### src/rtl/mem_initiator_pkg.sv
// Shared types and constants for the memory bus initiator.
package mem_initiator_pkg;

  typedef enum logic [2:0] {
    IDLE,
    LOADW,
    ISSUE,
    WAIT,
    RESP
  } state_t;

  localparam logic [31:0] WORD_BYTES = 32'd4;
  localparam logic [31:0] ADDR_ALIGN = ~(WORD_BYTES - 32'd1);

endpackage

### src/rtl/mem_initiator_if.sv
// Command, write-data, response and memory strobe/done signals of the initiator.
interface mem_initiator_if #(
  parameter int BLEN_W = 4
);
  logic              cmd_valid;
  logic              cmd_ready;
  logic [31:0]       cmd_addr;
  logic              cmd_write;
  logic [BLEN_W-1:0] cmd_len;
  logic [31:0]       cmd_wdata;
  logic              wr_valid;
  logic              wr_ready;
  logic              rsp_valid;
  logic              rsp_ready;
  logic [31:0]       rsp_rdata;
  logic              rsp_last;
  logic              rsp_err;
  logic [31:0]       mem_addr;
  logic [31:0]       mem_wdata;
  logic              mem_read;
  logic              mem_write;
  logic              mem_done;
  logic [31:0]       mem_rdata;

  modport master (
    input  cmd_valid, cmd_addr, cmd_write, cmd_len, cmd_wdata, wr_valid,
           rsp_ready, mem_done, mem_rdata,
    output cmd_ready, wr_ready, rsp_valid, rsp_rdata, rsp_last, rsp_err,
           mem_addr, mem_wdata, mem_read, mem_write
  );

  modport slave (
    output cmd_valid, cmd_addr, cmd_write, cmd_len, cmd_wdata, wr_valid,
           rsp_ready, mem_done, mem_rdata,
    input  cmd_ready, wr_ready, rsp_valid, rsp_rdata, rsp_last, rsp_err,
           mem_addr, mem_wdata, mem_read, mem_write
  );
endinterface

### src/rtl/mem_timeout_cnt.sv
// Per-beat watchdog: loaded with TIMEOUT on clear, counts down while enabled.
module mem_timeout_cnt #(
  parameter int TO_W    = 8,
  parameter int TIMEOUT = 255
) (
  input  logic clk,
  input  logic res,
  input  logic clear,
  input  logic enable,
  output logic expired
);

  logic [TO_W-1:0] cnt_q;

  always_ff @(posedge clk or posedge res) begin
    if (res) begin
      cnt_q <= '0;
    end else if (clear) begin
      cnt_q <= TO_W'(TIMEOUT);
    end else if (enable && (cnt_q != '0)) begin
      cnt_q <= cnt_q - TO_W'(1);
    end
  end

  // A zero TIMEOUT never expires, so the initiator waits forever for done.
  assign expired = (TIMEOUT != 0) && (cnt_q == '0);

endmodule

### src/rtl/mem_initiator.sv
// Burst bus master: one registered strobe per word, waits for done, returns per-beat responses.
//
// state | meaning
// IDLE  | ready for a command
// LOADW | waiting for write data of the current beat
// ISSUE | strobe high for this single cycle
// WAIT  | waiting for done or timeout
// RESP  | response beat held until the client accepts
module mem_initiator
  import mem_initiator_pkg::*;
#(
  parameter int MAX_BURST = 16,
  parameter int TIMEOUT   = 255,
  parameter int TO_W      = 8
) (
  input  logic            clk,
  input  logic            res,
  mem_initiator_if.master bus
);

  localparam int BLEN_W = $clog2(MAX_BURST);

  state_t            state, next_state;
  logic [31:0]       addr_q, wdata_q, rdata_q;
  logic              write_q, err_q, rd_q, wr_q;
  logic [BLEN_W-1:0] len_q, beat_q;
  logic              to_clear, to_en, to_expired;
  logic              last_beat, issue_write;

  mem_timeout_cnt #(
    .TO_W    (TO_W),
    .TIMEOUT (TIMEOUT)
  ) u_timeout (
    .clk     (clk),
    .res     (res),
    .clear   (to_clear),
    .enable  (to_en),
    .expired (to_expired)
  );

  assign last_beat = (beat_q == len_q);

  always_ff @(posedge clk or posedge res) begin
    if (res) state <= IDLE;
    else     state <= next_state;
  end

  always_comb begin
    next_state  = state;
    to_clear    = 1'b0;
    to_en       = 1'b0;
    issue_write = (state == IDLE) ? bus.cmd_write : write_q;
    case (state)
      IDLE:  if (bus.cmd_valid) next_state = bus.cmd_write ? LOADW : ISSUE;
      LOADW: if (bus.wr_valid) next_state = ISSUE;
      ISSUE: begin
        to_clear   = 1'b1;
        next_state = WAIT;
      end
      WAIT: begin
        if (bus.mem_done || to_expired) next_state = RESP;
        else                            to_en      = 1'b1;
      end
      RESP: begin
        if (bus.rsp_ready) begin
          if (last_beat || err_q) next_state = IDLE;
          else                    next_state = write_q ? LOADW : ISSUE;
        end
      end
      default: next_state = IDLE;
    endcase
  end

  always_ff @(posedge clk or posedge res) begin
    if (res) begin
      addr_q  <= '0;
      wdata_q <= '0;
      rdata_q <= '0;
      write_q <= 1'b0;
      err_q   <= 1'b0;
      rd_q    <= 1'b0;
      wr_q    <= 1'b0;
      len_q   <= '0;
      beat_q  <= '0;
    end else begin
      // Strobes are registered off the ISSUE entry so they last exactly one cycle.
      rd_q <= (next_state == ISSUE) && (state != ISSUE) && !issue_write;
      wr_q <= (next_state == ISSUE) && (state != ISSUE) && issue_write;
      case (state)
        IDLE: begin
          if (bus.cmd_valid) begin
            addr_q  <= bus.cmd_addr & ADDR_ALIGN;
            write_q <= bus.cmd_write;
            len_q   <= bus.cmd_len;
            beat_q  <= '0;
          end
        end
        LOADW: if (bus.wr_valid) wdata_q <= bus.cmd_wdata;
        WAIT: begin
          if (bus.mem_done) begin
            rdata_q <= write_q ? 32'd0 : bus.mem_rdata;
            err_q   <= 1'b0;
          end else if (to_expired) begin
            rdata_q <= 32'd0;
            err_q   <= 1'b1;
          end
        end
        RESP: begin
          if (bus.rsp_ready) begin
            rdata_q <= 32'd0;
            err_q   <= 1'b0;
            if (!(last_beat || err_q)) begin
              beat_q <= beat_q + BLEN_W'(1);
              addr_q <= addr_q + WORD_BYTES;
            end
          end
        end
        default: ;
      endcase
    end
  end

  assign bus.cmd_ready = (state == IDLE) && !res;
  assign bus.wr_ready  = (state == LOADW);
  assign bus.rsp_valid = (state == RESP);
  assign bus.rsp_rdata = rdata_q;
  assign bus.rsp_last  = (state == RESP) && last_beat;
  assign bus.rsp_err   = err_q;
  assign bus.mem_addr  = addr_q;
  assign bus.mem_wdata = wdata_q;
  assign bus.mem_read  = rd_q;
  assign bus.mem_write = wr_q;

endmodule

### src/flat_wrapper.sv
// flat-port wrapper written by rule: the top's interface ports become plain ports
module mem_initiator_flat import mem_initiator_pkg::*;
#(
  parameter int MAX_BURST = 16,
  parameter int TIMEOUT   = 255,
  parameter int TO_W      = 8
)
  (clk, res, bus_cmd_valid, bus_cmd_addr, bus_cmd_write, bus_cmd_len, bus_cmd_wdata, bus_wr_valid, bus_rsp_ready, bus_mem_done, bus_mem_rdata, bus_cmd_ready, bus_wr_ready, bus_rsp_valid, bus_rsp_rdata, bus_rsp_last, bus_rsp_err, bus_mem_addr, bus_mem_wdata, bus_mem_read, bus_mem_write);
  mem_initiator_if #(.BLEN_W(4)) bus_i ();
  input  logic clk;
  input  logic res;
  input wire logic [$bits(bus_i.cmd_valid)-1:0] bus_cmd_valid;
  input wire logic [$bits(bus_i.cmd_addr)-1:0] bus_cmd_addr;
  input wire logic [$bits(bus_i.cmd_write)-1:0] bus_cmd_write;
  input wire logic [$bits(bus_i.cmd_len)-1:0] bus_cmd_len;
  input wire logic [$bits(bus_i.cmd_wdata)-1:0] bus_cmd_wdata;
  input wire logic [$bits(bus_i.wr_valid)-1:0] bus_wr_valid;
  input wire logic [$bits(bus_i.rsp_ready)-1:0] bus_rsp_ready;
  input wire logic [$bits(bus_i.mem_done)-1:0] bus_mem_done;
  input wire logic [$bits(bus_i.mem_rdata)-1:0] bus_mem_rdata;
  output wire logic [$bits(bus_i.cmd_ready)-1:0] bus_cmd_ready;
  output wire logic [$bits(bus_i.wr_ready)-1:0] bus_wr_ready;
  output wire logic [$bits(bus_i.rsp_valid)-1:0] bus_rsp_valid;
  output wire logic [$bits(bus_i.rsp_rdata)-1:0] bus_rsp_rdata;
  output wire logic [$bits(bus_i.rsp_last)-1:0] bus_rsp_last;
  output wire logic [$bits(bus_i.rsp_err)-1:0] bus_rsp_err;
  output wire logic [$bits(bus_i.mem_addr)-1:0] bus_mem_addr;
  output wire logic [$bits(bus_i.mem_wdata)-1:0] bus_mem_wdata;
  output wire logic [$bits(bus_i.mem_read)-1:0] bus_mem_read;
  output wire logic [$bits(bus_i.mem_write)-1:0] bus_mem_write;
  assign bus_i.cmd_valid = bus_cmd_valid;
  assign bus_i.cmd_addr = bus_cmd_addr;
  assign bus_i.cmd_write = bus_cmd_write;
  assign bus_i.cmd_len = bus_cmd_len;
  assign bus_i.cmd_wdata = bus_cmd_wdata;
  assign bus_i.wr_valid = bus_wr_valid;
  assign bus_i.rsp_ready = bus_rsp_ready;
  assign bus_i.mem_done = bus_mem_done;
  assign bus_i.mem_rdata = bus_mem_rdata;
  assign bus_cmd_ready = bus_i.cmd_ready;
  assign bus_wr_ready = bus_i.wr_ready;
  assign bus_rsp_valid = bus_i.rsp_valid;
  assign bus_rsp_rdata = bus_i.rsp_rdata;
  assign bus_rsp_last = bus_i.rsp_last;
  assign bus_rsp_err = bus_i.rsp_err;
  assign bus_mem_addr = bus_i.mem_addr;
  assign bus_mem_wdata = bus_i.mem_wdata;
  assign bus_mem_read = bus_i.mem_read;
  assign bus_mem_write = bus_i.mem_write;
  mem_initiator #(.MAX_BURST(MAX_BURST), .TIMEOUT(TIMEOUT), .TO_W(TO_W)) u_core (.clk(clk), .res(res), .bus(bus_i));
endmodule
### config.mk
export PLATFORM = sky130hd
export DESIGN_NAME = mem_initiator_flat
export DESIGN_NICKNAME = d
export VERILOG_FILES = /design/src/rtl/mem_initiator_pkg.sv /design/src/rtl/mem_initiator_if.sv /design/src/rtl/mem_timeout_cnt.sv /design/src/rtl/mem_initiator.sv /design/src/flat_wrapper.sv
export SDC_FILE = /design/constraint.sdc
export NUM_CORES = 1
export LEC_CHECK = 0
export ABC_AREA = 1
export CAP_MARGIN = 0
export CORE_MARGIN = 2
export CORE_UTILIZATION = 46
export DETAILED_ROUTE_END_ITERATION = 8
export PLACE_DENSITY = 0.8
export REMOVE_ABC_BUFFERS = 1
export SETUP_SLACK_MARGIN = 0.5
export SYNTH_ARGS = -nofsm -noshare
export SYNTH_HDL_FRONTEND = slang
export SYNTH_SLANG_ARGS = --single-unit
### constraint.sdc
create_clock -name clk -period 5 [get_ports clk]
set_input_delay 0.75 -clock clk [delete_from_list [all_inputs] [get_ports clk]]
set_output_delay 0.75 -clock clk [all_outputs]
set_load 0.005 [all_outputs]
* Word level (Yosys, flattened, before mapping)
Index checks and enable logic that the tools add are counted.
** Cells by class
- Equality and inequality tests :: 11
- $mul :: 0
- Bitwise gates (word level) :: 0
- Divide/modulo/power cells :: 0
- Order comparisons :: 0
- Reduce and logical (&&, ||, !) cells :: 20
- Shift operators :: 0
- $add $sub $neg :: 3
- Muxes and demuxes :: 31
** Operator list (number)
- 32-bit 2-to-1 mux :: 7
- 32-bit one-hot mux with 2 select lines :: 2
- 32-bit by 3-bit adder with 32-bit output (second input constant) :: 1
- 8-bit 2-to-1 mux :: 2
- 3-bit 2-to-1 mux :: 5
- 3-bit one-hot mux with 5 select lines :: 1
- 4-bit 2-to-1 mux :: 3
- 3-bit by 2-bit == test with 1-bit output (second input constant) :: 3
- 8-bit zero test :: 1
- 4-bit one-hot mux with 2 select lines :: 1
- 8-bit nonzero test :: 1
- 8-bit by 1-bit subtractor with 8-bit output (second input constant) :: 1
- 1-bit 2-to-1 mux :: 7
- 1-bit logical AND :: 6
- 2-bit inequality test (second input constant) :: 3
- 3-bit by 2-bit inequality test with 1-bit output (second input constant) :: 2
- 2-bit nonzero test :: 3
- 4-bit by 1-bit adder with 4-bit output (second input constant) :: 1
- 4-bit == test :: 1
- 2-bit 2-to-1 mux :: 2
- 2-bit AND reduction :: 2
- 4-bit AND reduction :: 1
- 3-bit by 1-bit == test with 1-bit output (second input constant) :: 1
- 3-bit == test (second input constant) :: 1
- other kinds (5) :: 7
** Storage, ports and cells
- Memory bits (writable) :: 0
- Bits in latches :: 0
- Memories kept :: 0
- Bits in registers :: 119
- Bits in read-only memories :: 0
- Word-level logic and storage cells :: 76

* Depth between registers and ports, before layout
- Word-level depth :: 8
- Depth in mapped cells :: 12

* Modules after synthesis
From an unflattened synthesis, not the netlist that was laid out.
** Unflattened totals
- Cells, all modules :: 811
- Area total of the unflattened synthesis :: 6202.2 um2
** Modules (own cells, without submodules)
- mem_initiator :: times used 1, cells an instance 733, area each 5657.9 um2, seq. area each 2727.6 um2
- mem_timeout_cnt :: times used 1, cells an instance 78, area each 544.3 um2, seq. area each 200.2 um2

* Least setup slack after synthesis
Ideal clock, no wire load.
- Path type :: flip-flop to output port
- From :: register u_core.state[1]
- To :: output bus_rsp_valid
- Arrival time :: 1.094 ns
- Buffers on the path :: 2
- Setup slack :: 3.156 ns
- Stages on the path, launching flop included :: 6
- Cells stage by stage :: dfrtp_1 > inv_1 > nand2_1 > nor2_4 > buf_2 > buf_2
** On the way
- Longest elaborated chain between the ends :: 1
** RTL lines
- start, declared :: RTL line mem_initiator.sv:23 : state_t state, next_state;
- start signal, assigned :: RTL line mem_initiator.sv:45 : else state <= next_state;
- 3-bit == test :: RTL line mem_initiator.sv:125 : assign bus.rsp_valid = (state == RESP);
- end, declared :: RTL line flat_wrapper.sv:23 : output wire logic [$bits(bus_i.rsp_valid)-1:0] bus_rsp_valid;
No other way between the ends.

* Worst setup path after layout
Ends and elaborated chain as after synthesis.

==> impl_metrics.yaml <==
drt:
  first_iter_violations: 420
  wl_per_cell_um: 14.9
  ant_nets: 0
  vias: 5882
  first_pass_iters: 5
  postRouteWirelength_mm: 17.7
  vias_per_cell: 4.98
  remaining_drc_errors: 0
layout:
  fin_area_um2: 8910
  final_cells: 1181
  fin_nets: 1103
  area_growth_pct: 46.1
  mostFrequentLayoutCells: "nand2_1 (269), clkdlybuf4s50_1 (205), nor2_1 (129)"
  multi_input_area_um2: 2830
  antenna-diode-count: 0
  fillers: 1013
  ff_latch_area_um2: 2930
  drive_above_1_share_pct: 8.76
  final_common_cell: "nand2_1"
  utilization_pct: 68.1
clocking:
  postCtsSetupRepairBufs: 0
  htree_levels: 4
  cts_buffer_depth: 2
  cts_buffers: 17
  clkTransAtPathRegs_ns: 0.06
  cts_hold_buffers: 0
  cts.sinks: 117
  tritoncts: "done"
  clock-root-buffer: "clkbuf_16"
  insertion_delay_ns: 0.42
  ctsResizeCount: 0
synthesis:
  post_synth_num_cell_types: 30
  synth.avg_cell_area_um2: 7.71
  synth-seq-area-share_pct: 48.0
  yosysTopAreaCellShare_pct: 48.0
  yosys_warnings: 0
  synth.largest_area_cell: "dfrtp_1"
  synth_area_um2: 6100
  synthCells: 791
  ys_ff_latch: 117
  synthTopCellsByArea: "dfrtp_1 (48%), nand2_1 (17%), nor2_1 (7.9%), mux2_2 (5.9%), nand3_1 (3.2%)"
placed_design:
  pre_cts_ws_ns: 2.14
  place_area_um2: 8270
  dp_cells: 1149
  routabilityCongestion: 0.914
  dp_hpwl_mm: 12.1
  port_buffers: 205
power_and_ir_drop:
  p_seq_share_pct: 33.4
  combPwrFrac_pct: 42.5
  p_int_mw: 3.52
  powerDensity_nw_per_um2: 613
  clkPwrFrac_pct: 24.1
  power_switching_share_pct: 35.6
  p_leak_nw: 3.89
  p_switching_mw: 1.94
  vdd_drop_max_mv: 0.379
worst_setup_path:
  cp_max_fo: 44
  cp.arrival_ns: 2.35
  crit_buf_inv: 3
  crit_path_cell_trace: "inv_1 -> nand2_1 -> nor2_4 -> buf_4 -> clkdlybuf4s50_1"
  crit_slowest_cell: "clkdlybuf4s50_1"
  start_kind: "register"
  path_class: "reg -> out"
  endpoint_kind: "primary output"
  crit_family: "buffers and inverters"
  required_ns: 4.25
  slowest_delay_ns: 0.59
timing:
  timing.final.crit_share_pct: 61.9
  hold_viol_final: 0
  slew_headroom_pct: 23.4
  worst_pin_slew_ns: 1.14
  rsz0062_at_grt: "false"
  finalSetupTns_ns: 0
  period_minus_slack_ns: 3.10
  setup_violations: 0
  slew_violations: 0
  worst_slack_ns: 1.90
  fmax_mhz: 323
  finClkSkew_ns: 0.00567
status:
  outcome: "finished, final reports clean"
global_route:
  grt.overflow.total: 0
  grt_pass1_vias: 5876
  grt_pass1_wl_mm: 29.0
  antenna_found_initial: 0
  grt.total_usage_pct: 26.2
  grt_max_degree: 67
floorplan:
  die_h_um: 119
  rows: 42
  core_um2: 13100
  start_util_pct: 46.6
  die_x_um: 119
  ioPinCount: 210
  dieArea_um2: 14200
worst_hold_path:
  hp-class: "reg -> reg"
job:
  max_cap_violations: 0
sequential cells by signal, summed over array words and instances, names as in the netlist, 3 cells and up:
register                flops
u_core.beat_q               4
u_core.bus.mem_addr        30
u_core.bus.mem_wdata       32
u_core.bus.rsp_rdata       32
u_core.len_q                4
u_core.state                3
u_core.u_timeout.cnt_q      8
synthesized netlist by cell type:
master and n:
dfrtp_1 117, a21oi_1 37, o21ai_0 30, nand3_1 39, nor2_2 1, o21ai_1 2
o211ai_1 2, nand2_2 1, nand4_1 5, nor2_4 1, nor2_1 129, a21boi_1 1
nor3_2 2, nand2_1 269, mux2_2 32, conb_1 1, xnor2_1 2, or2_2 3
inv_2 4, buf_2 15, buf_6 1, xor2_1 4, a21oi_2 6, o21bai_1 3
nand3b_1 13, clkbuf_1 7, inv_1 50, nor3_1 4, ha_1 4, buf_4 6
path summary, 6_finish.rpt:
kind	from	end	slack (ns)	cells past startpoint
setup reg to reg	u_core.state[1]$_DFF_PP0_	u_core.bus.mem_addr[8]$_DFFE_PP0P_	2.61	8
hold reg to reg	u_core.bus.mem_wdata[20]$_DFFE_PP0P_	u_core.bus.mem_wdata[20]$_DFFE_PP0P_	0.50	1
setup / recovery	u_core.state[1]$_DFF_PP0_	bus_rsp_valid	1.90	5
hold / removal	u_core.bus.mem_wdata[20]$_DFFE_PP0P_	u_core.bus.mem_wdata[20]$_DFFE_PP0P_	0.50	1
min in group asynchronous	res	u_core.u_timeout.cnt_q[5]$_DFFE_PP0P_	0.69	2
max in group asynchronous	res	u_core.bus.rsp_rdata[4]$_DFFE_PP0P_	3.34	3
worst reg2reg max path, stage by stage (launching register included):
cell and delay [ns]:
dfrtp_1 0.40, inv_1 0.10, nand2_1 0.12, nor2_1 0.23, nand2_1 0.14, nand2_1 0.09
nand2_2 0.45, inv_2 0.53, o21ai_0 0.18
layer usage:
| layer | share of wire, % | global-route usage [%] | up-vias |
|---|---|---|---|
| li1 | - | - | 2919 |
| met1 | 40 | 30.6 | 2690 |
| met2 | 48 | 43.0 | 240 |
| met3 | 9.9 | 10.4 | 33 |
| met4 | 2.6 | 10.9 | 0 |
| met5 | 0 | 0 | - |
power groups by stage:
stage                     Sequential, mW  Combinational (mW)  Clock, mW
after global routing                1.88                2.59       1.38
after detailed placement            1.81                2.31          0
after floorplan                     1.77                1.11          0
after CTS                           1.82                2.35       1.34
final                               1.82                2.32       1.32
after global placement              1.80                2.26          0
metrics by stage:
step	hold slack, ns	total power, mW
3_3_place_gp	0.486	4.06
3_5_place_dp	0.493	4.13
6_report	0.505	5.46
2_1_floorplan	0.486	2.87
4_1_cts	0.507	5.51
5_1_grt	0.521	5.86
kinds of logic (layout without fill, tap and decap cells):
group / count (synthesis) / count (layout) / synth area share [%]
simple gates: 467 / 467 / 31.2
buf+inv: 83 / 296 / 5.91
other cells: 1 / 2 / 0.0615
xor+xnor: 6 / 6 / 0.862
fa+ha+maj: 4 / 4 / 0.821
compound gates: 81 / 81 / 7.26
mux: 32 / 32 / 5.91
flops: 117 / 117 / 48.0
area by class of cell:
type	instances	area share [%]
Clock buffer	18	4.93
Clock inverter	14	2.25
Inverter	54	2.30
Multi-Input combinational cell	592	31.7
Sequential cell	117	32.9
Tap cell	176	2.47
Timing Repair Buffer	210	23.5
Power figures use the tool's default switching activity.
